--- src/rtl/addsub_acc.sv ---
// ---------------------------------------------------------------------------
// addsub_acc
//
// Purpose:
//   This is a registered add/subtract unit with an internal accumulator.
//   Operand beats arrive on a valid/ready handshake. Each accepted beat
//   produces exactly one registered result. That result also leaves on a
//   valid/ready handshake. The output register holds its value while the
//   consumer stalls.
//
//   op = 00 : out = n1 + n2
//   op = 01 : out = n1 - n2
//   op = 10 : acc = acc + n1   (the result goes to both acc and out)
//   op = 11 : acc = acc - n1   (the result goes to both acc and out)
//
//   When clear is set on an accepted beat, the accumulator operand is forced
//   to zero before the op is applied. For ops 00/01, clear zeroes acc.
//
// Parameters:
//   WIDTH    : operand / result / accumulator width in bits (>= 2)
//   SATURATE : 1 = clamp on unsigned carry/borrow, 0 = wrap modulo 2^WIDTH
//
// Ports:
//   clk       in   rising-edge clock
//   rst_n     in   asynchronous active-low reset
//   in_valid  in   operand beat present
//   in_ready  out  block can take a beat (!out_valid || out_ready)
//   n1, n2    in   unsigned operands
//   op        in   operation select (see above)
//   clear     in   accumulator clear, sampled only on an accepted beat
//   out_valid out  result present
//   out_ready in   consumer takes the result
//   out       out  registered result
//   carry     out  unsigned carry (add) / borrow (sub) of the raw result
//   ovf       out  two's-complement overflow of the raw result
//   zero      out  out == 0
//   acc       out  current accumulator value
// ---------------------------------------------------------------------------
module addsub_acc #(
  parameter int WIDTH    = 4,
  parameter bit SATURATE = 1'b0
) (
  input  logic             clk,
  input  logic             rst_n,
  input  logic             in_valid,
  output logic             in_ready,
  input  logic [WIDTH-1:0] n1,
  input  logic [WIDTH-1:0] n2,
  input  logic [1:0]       op,
  input  logic             clear,
  output logic             out_valid,
  input  logic             out_ready,
  output logic [WIDTH-1:0] out,
  output logic             carry,
  output logic             ovf,
  output logic             zero,
  output logic [WIDTH-1:0] acc
);

  // Decoded operation fields and handshake qualifier.
  logic             accept;
  logic             acc_op;
  logic             is_sub;

  // Datapath operands and the raw (WIDTH+1)-bit result.
  logic [WIDTH-1:0] left;
  logic [WIDTH-1:0] right;
  logic [WIDTH:0]   raw;

  // Flags computed on the raw result, before any saturation.
  logic             raw_carry;
  logic             raw_ovf;

  // Final value after optional saturation, plus its zero flag.
  logic [WIDTH-1:0] result;
  logic             result_zero;

  // The sink side can take a new beat when the output register is empty,
  // or when it is being drained in this same cycle. Draining and loading
  // in the same cycle gives full throughput.
  assign in_ready = !out_valid || out_ready;
  assign accept   = in_valid && in_ready;

  // The high op bit selects accumulator mode. The low bit selects
  // subtraction in both modes.
  assign acc_op = op[1];
  assign is_sub = op[0];

  // Operand steering. In accumulator mode, the left operand is the
  // accumulator, or zero when clear is set. The right operand is n1 and
  // n2 is unused.
  always_comb begin
    left  = n1;
    right = n2;
    if (acc_op) begin
      left  = clear ? '0 : acc;
      right = n1;
    end
  end

  // The add/sub is done one bit wider than the operands. For an add, the
  // extra bit is the carry out. For a subtract, the zero-extended
  // difference wraps negative exactly when left < right. The top bit then
  // doubles as the borrow.
  always_comb begin
    if (is_sub) begin
      raw = {1'b0, left} - {1'b0, right};
    end else begin
      raw = {1'b0, left} + {1'b0, right};
    end
  end

  assign raw_carry = raw[WIDTH];

  // Signed overflow, read off the sign bits:
  //   add: both operands have the same sign and the result sign differs.
  //   sub: the operands have different signs and the result sign differs
  //        from the left operand.
  always_comb begin
    if (is_sub) begin
      raw_ovf = (left[WIDTH-1] != right[WIDTH-1]) &&
                (raw[WIDTH-1]  != left[WIDTH-1]);
    end else begin
      raw_ovf = (left[WIDTH-1] == right[WIDTH-1]) &&
                (raw[WIDTH-1]  != left[WIDTH-1]);
    end
  end

  // Saturation clamps only on an unsigned carry or borrow. An add clamps
  // to all-ones and a sub clamps to zero. carry and ovf still describe the
  // raw wrapped result, so they bypass this stage.
  always_comb begin
    result = raw[WIDTH-1:0];
    if (SATURATE && raw_carry) begin
      result = is_sub ? '0 : '1;
    end
  end

  assign result_zero = (result == '0);

  // Output valid flag. It is set by any accept. It is cleared only when
  // the consumer drains the result and no new beat replaces it.
  always_ff @(posedge clk or negedge rst_n) begin
    if (!rst_n) begin
      out_valid <= 1'b0;
    end else if (accept) begin
      out_valid <= 1'b1;
    end else if (out_ready) begin
      out_valid <= 1'b0;
    end
  end

  // Result and flag register. All four fields load together on accept.
  // Otherwise they hold. A stalled result therefore cannot change under
  // the consumer.
  always_ff @(posedge clk or negedge rst_n) begin
    if (!rst_n) begin
      out   <= '0;
      carry <= 1'b0;
      ovf   <= 1'b0;
      zero  <= 1'b0;
    end else if (accept) begin
      out   <= result;
      carry <= raw_carry;
      ovf   <= raw_ovf;
      zero  <= result_zero;
    end
  end

  // Accumulator. It only ever changes on an accepted beat:
  //   - Accumulator ops write back the (possibly saturated) result. Clear
  //     is already folded into the left operand.
  //   - Plain ops leave acc alone unless clear is set.
  always_ff @(posedge clk or negedge rst_n) begin
    if (!rst_n) begin
      acc <= '0;
    end else if (accept) begin
      if (acc_op) begin
        acc <= result;
      end else if (clear) begin
        acc <= '0;
      end
    end
  end

endmodule

--- config.mk ---
export PLATFORM = sky130hd
export DESIGN_NAME = addsub_acc
export DESIGN_NICKNAME = d
export VERILOG_FILES = /design/src/rtl/addsub_acc.sv
export SDC_FILE = /design/constraint.sdc
export NUM_CORES = 1
export LEC_CHECK = 0
export BUFFER_PORTS_ARGS = -buffer_cell sky130_fd_sc_hd__buf_2
export CAP_MARGIN = 0
export CORE_UTILIZATION = 52
export DETAILED_ROUTE_END_ITERATION = 12
export PLACE_DENSITY = 0.94
export SLEW_MARGIN = 20
export SYNTH_ARGS = -nofsm -noshare
export SYNTH_HDL_FRONTEND = slang
export SYNTH_SLANG_ARGS = --single-unit
--- constraint.sdc ---
create_clock -name clk -period 4 [get_ports clk]
set_clock_uncertainty 0.15 [all_clocks]
set_input_delay 0.4 -clock clk [delete_from_list [all_inputs] [get_ports clk]]
set_output_delay 0.4 -clock clk [all_outputs]
set_load 0.02 [all_outputs]
==> impl_results.md <==
* Outcome: complete, no violations
* Clock share of power at 21.0%
* Initial antenna violation count at 0
* Final Setup Violations at 0
* Worst R2R End: ovf
* Req. time, crit path at 4.02 ns
* Synthesized cell area at 837.1 um2
* TritonCTS clock tree: yes
* I/O pins at 28
* Warnings from Yosys at 0
* DRC errors left at 0
* Die H at 42.12 um
* Initial core utilization at 55.56%
* Seq pwr share at 36.7%
* CP Depth at 10
* DIE AREA at 0.001774 mm2
* Largest net degree at the start of global routing at 18
* Combinational power share at 42.3%
* Synth cell types at 36
* Delay-heaviest family, CP: compound AO/OA/AOI/OAI gates
* Slew @ Worst Pin at 0.4334 ns
* Worst r2r path cells at 8
* Vias in the first global route at 763
* CTS Sinks at 12
* Routed len/inst at 13.97 um
* Area growth, synth to finish at 21.23%
* Share of cells above drive strength 1 at 29.06%
* ANT cells at 0
* Slowest CP cell: ha_1
* Final period utilization at 66.27%
* Num rows at 14
* Syn_nets at 110
* NetSw at 0.1803 mW
* Achievable Freq at 377.3 MHz
* Die W at 42.12 um
* DRT Pass-1 Iters at 4
* Hold Crit Class: in2reg
* Sequential share of the synthesized area at 35.87%
* Post-CTS Setup Inserts at 0
* Port Buffers at 27
* TritonCTS buffer count at 3
* Worst Setup EP: ovf
* Util after Layout at 67.36%
* Hold Violations, Final at 0
* Antenna Violating Nets Remaining at 0
* Post-Layout Cell Count at 133
* Setup TNS at 0 ns
* Max-slew violation total from the final report at 0
* Arr. time, crit path at 2.67 ns
* Crit path cell chain: buf_2 -> mux2i_1 -> ha_1 -> nor2_1 -> xor2_1 -> ha_1 -> nand3b_1 -> a21boi_0 -> nor2_1 -> a221o_1
* Mean post-synth cell area at 9.405 um2
* Cell count after synthesis at 89
* Clock transition at path regs at 0.07 ns
* R2R Setup Slk at 1.90 ns
* Skew-Pair Late Insertion Delay at 0.28 ns
* PwrDens at 458.9 mW/mm2
* DR vias at 765
* #FFs+latches synth at 12
* Final #Nets at 139
* RSZ-0062 raised after global routing: false
* Worst Setup SP: op[1]
* DRC marker count from the first detailed-route iteration at 18
* CTS Root Cell: clkbuf_4
* Detail Placement HPWL at 1.493 mm
* CP Buf/Inv Count at 1
* Critical Path Max Stage Delay at 0.35 ns
* RR Startpoint: acc[1]
* H-Tree Depth at 1
* Routability cong. at 0.8253
* Drt via density at 5.752
* Max Root-Sink Buffers at 2
* Placed cells at 128
* Setup Crit Path Kind: in2reg
* Min Tclk post-route at 2.651 ns
* EDFF count, synth at 0
* Max-cap viol count at 0
* Startpoint types: input port
* Leakage at 0.5155 nW
* Worst-path fanout max at 17
* First-pass GRT wire length at 3.222 mm
* Worst VDD drop at 347.4 uV
* Post-synth top flop: dfrtp_1
* Core box area at 0.001506 mm2
* Post-Route WL at 1.858 mm
* Slew margin rel. at 70.80%
* Overall Global Routing Usage at 24.09%
* Worst Setup End Kind: flip-flop
* Sw Ratio at 38.72%
* Ys async rst share at 100.0%
* Cell Int Power at 0.2853 mW
* Global route total overflow at 0
-- power groups by stage --
| stage | Combinational, mW | Clock (mW) | Sequential (mW) |
|---|---|---|---|
| floorplan | 0.0910 | 0 | 0.211 |
| global placement | 0.189 | 0 | 0.171 |
| detailed placement | 0.194 | 0 | 0.174 |
| CTS | 0.196 | 0.101 | 0.171 |
| global route | 0.215 | 0.105 | 0.174 |
| finish | 0.197 | 0.0978 | 0.171 |
-- cells in the mapped netlist (3+ instances only) --
master,count,area share [%]
o21ai_0,8,4.8
a21oi_1,4,2.4
o2bb2ai_1,3,3.1
nor2_1,3,1.3
dfrtp_1,12,36
inv_1,7,3.1
xor2_1,3,3.1
nor2b_1,3,2.2
ha_1,5,7.5
nand2_1,9,4.0
-- stage by stage --
| stage | hold slack (ns) | instance area, um2 | power (mW) | setup WS, ns |
|---|---|---|---|---|
| after floorplan | -0.04559 | 837.1 | 0.3022 | 1.332 |
| after detailed placement | 0.1430 | 968.4 | 0.3678 | 1.087 |
| after global placement | 0.1334 | 968.4 | 0.3601 | 1.235 |
| final | 0.2046 | 1015 | 0.4656 | 1.349 |
| after global routing | 0.2362 | 1015 | 0.4937 | 1.184 |
| after CTS | 0.2036 | 1015 | 0.4682 | 1.388 |
-- flip-flops by register name (all words and copies together), names as in the netlist --
name	flops
acc	4
zero	1
ovf	1
out	4
out_valid	1
carry	1
-- cell usage in the layout, fill, tap and decap left out, types with 2 or more instances in the layout --
cell type,netlist,final
nor3_1,2,2
o2bb2ai_1,3,3
nand2_1,9,9
and2_1,2,2
nor2_1,3,3
buf_2,1,27
nor2b_1,3,3
clkbuf_4,0,3
dfrtp_1,12,12
o21a_1,2,2
ha_1,5,5
xor2_1,3,3
nand2b_1,2,2
mux2i_1,2,2
o21ai_0,8,8
a21oi_1,4,4
inv_1,7,7
-- worst min path at each step --
stage,startpoint,end,cells after the start,slack [ns]
4_1_cts,in_valid,out_valid,2,0.20
2_1_floorplan,rst_n,acc[0],0,-0.05
5_1_grt,in_valid,out_valid,2,0.24
6_report,in_valid,out_valid,2,0.20
3_3_place_gp,rst_n,carry,1,0.13
3_5_place_dp,rst_n,carry,1,0.14
-- cell families after synthesis --
| logic type | share of synthesized area, % |
|---|---|
| AND/OR/NAND/NOR | 18.09 |
| adder cells (fa/ha/maj) | 9.866 |
| XOR/XNOR | 4.186 |
| buffers and inverters | 5.979 |
| multiplexers | 5.381 |
| AO/OA/AOI/OAI | 20.63 |
| flip-flops | 35.87 |
-- final cells by class --
| cell class | instances | area [um2] |
|---|---|---|
| clock buffers | 4 | 36.28 |
| fillers | 119 | 491.7 |
| inverters | 7 | 26.28 |
| multi-input cells | 66 | 486.7 |
| flip-flops and latches | 12 | 300.3 |
| well taps | 16 | 20.02 |
| repair buffers | 28 | 145.1 |
-- timing repair --
item,CTS,global route
hold buffers,1,0
resized for setup,0,0
endpoints found under the hold margin,12,0
-- routing by layer --
metal  track usage (%)  up-vias  routed length (um)
met5                 0        -                   0
met4             8.750        0                  44
met3             7.759        6                  93
met2             43.44       22                 940
met1             26.26      361                 780
li1                  -      376                   -
Power figures use the tool's default switching activity.
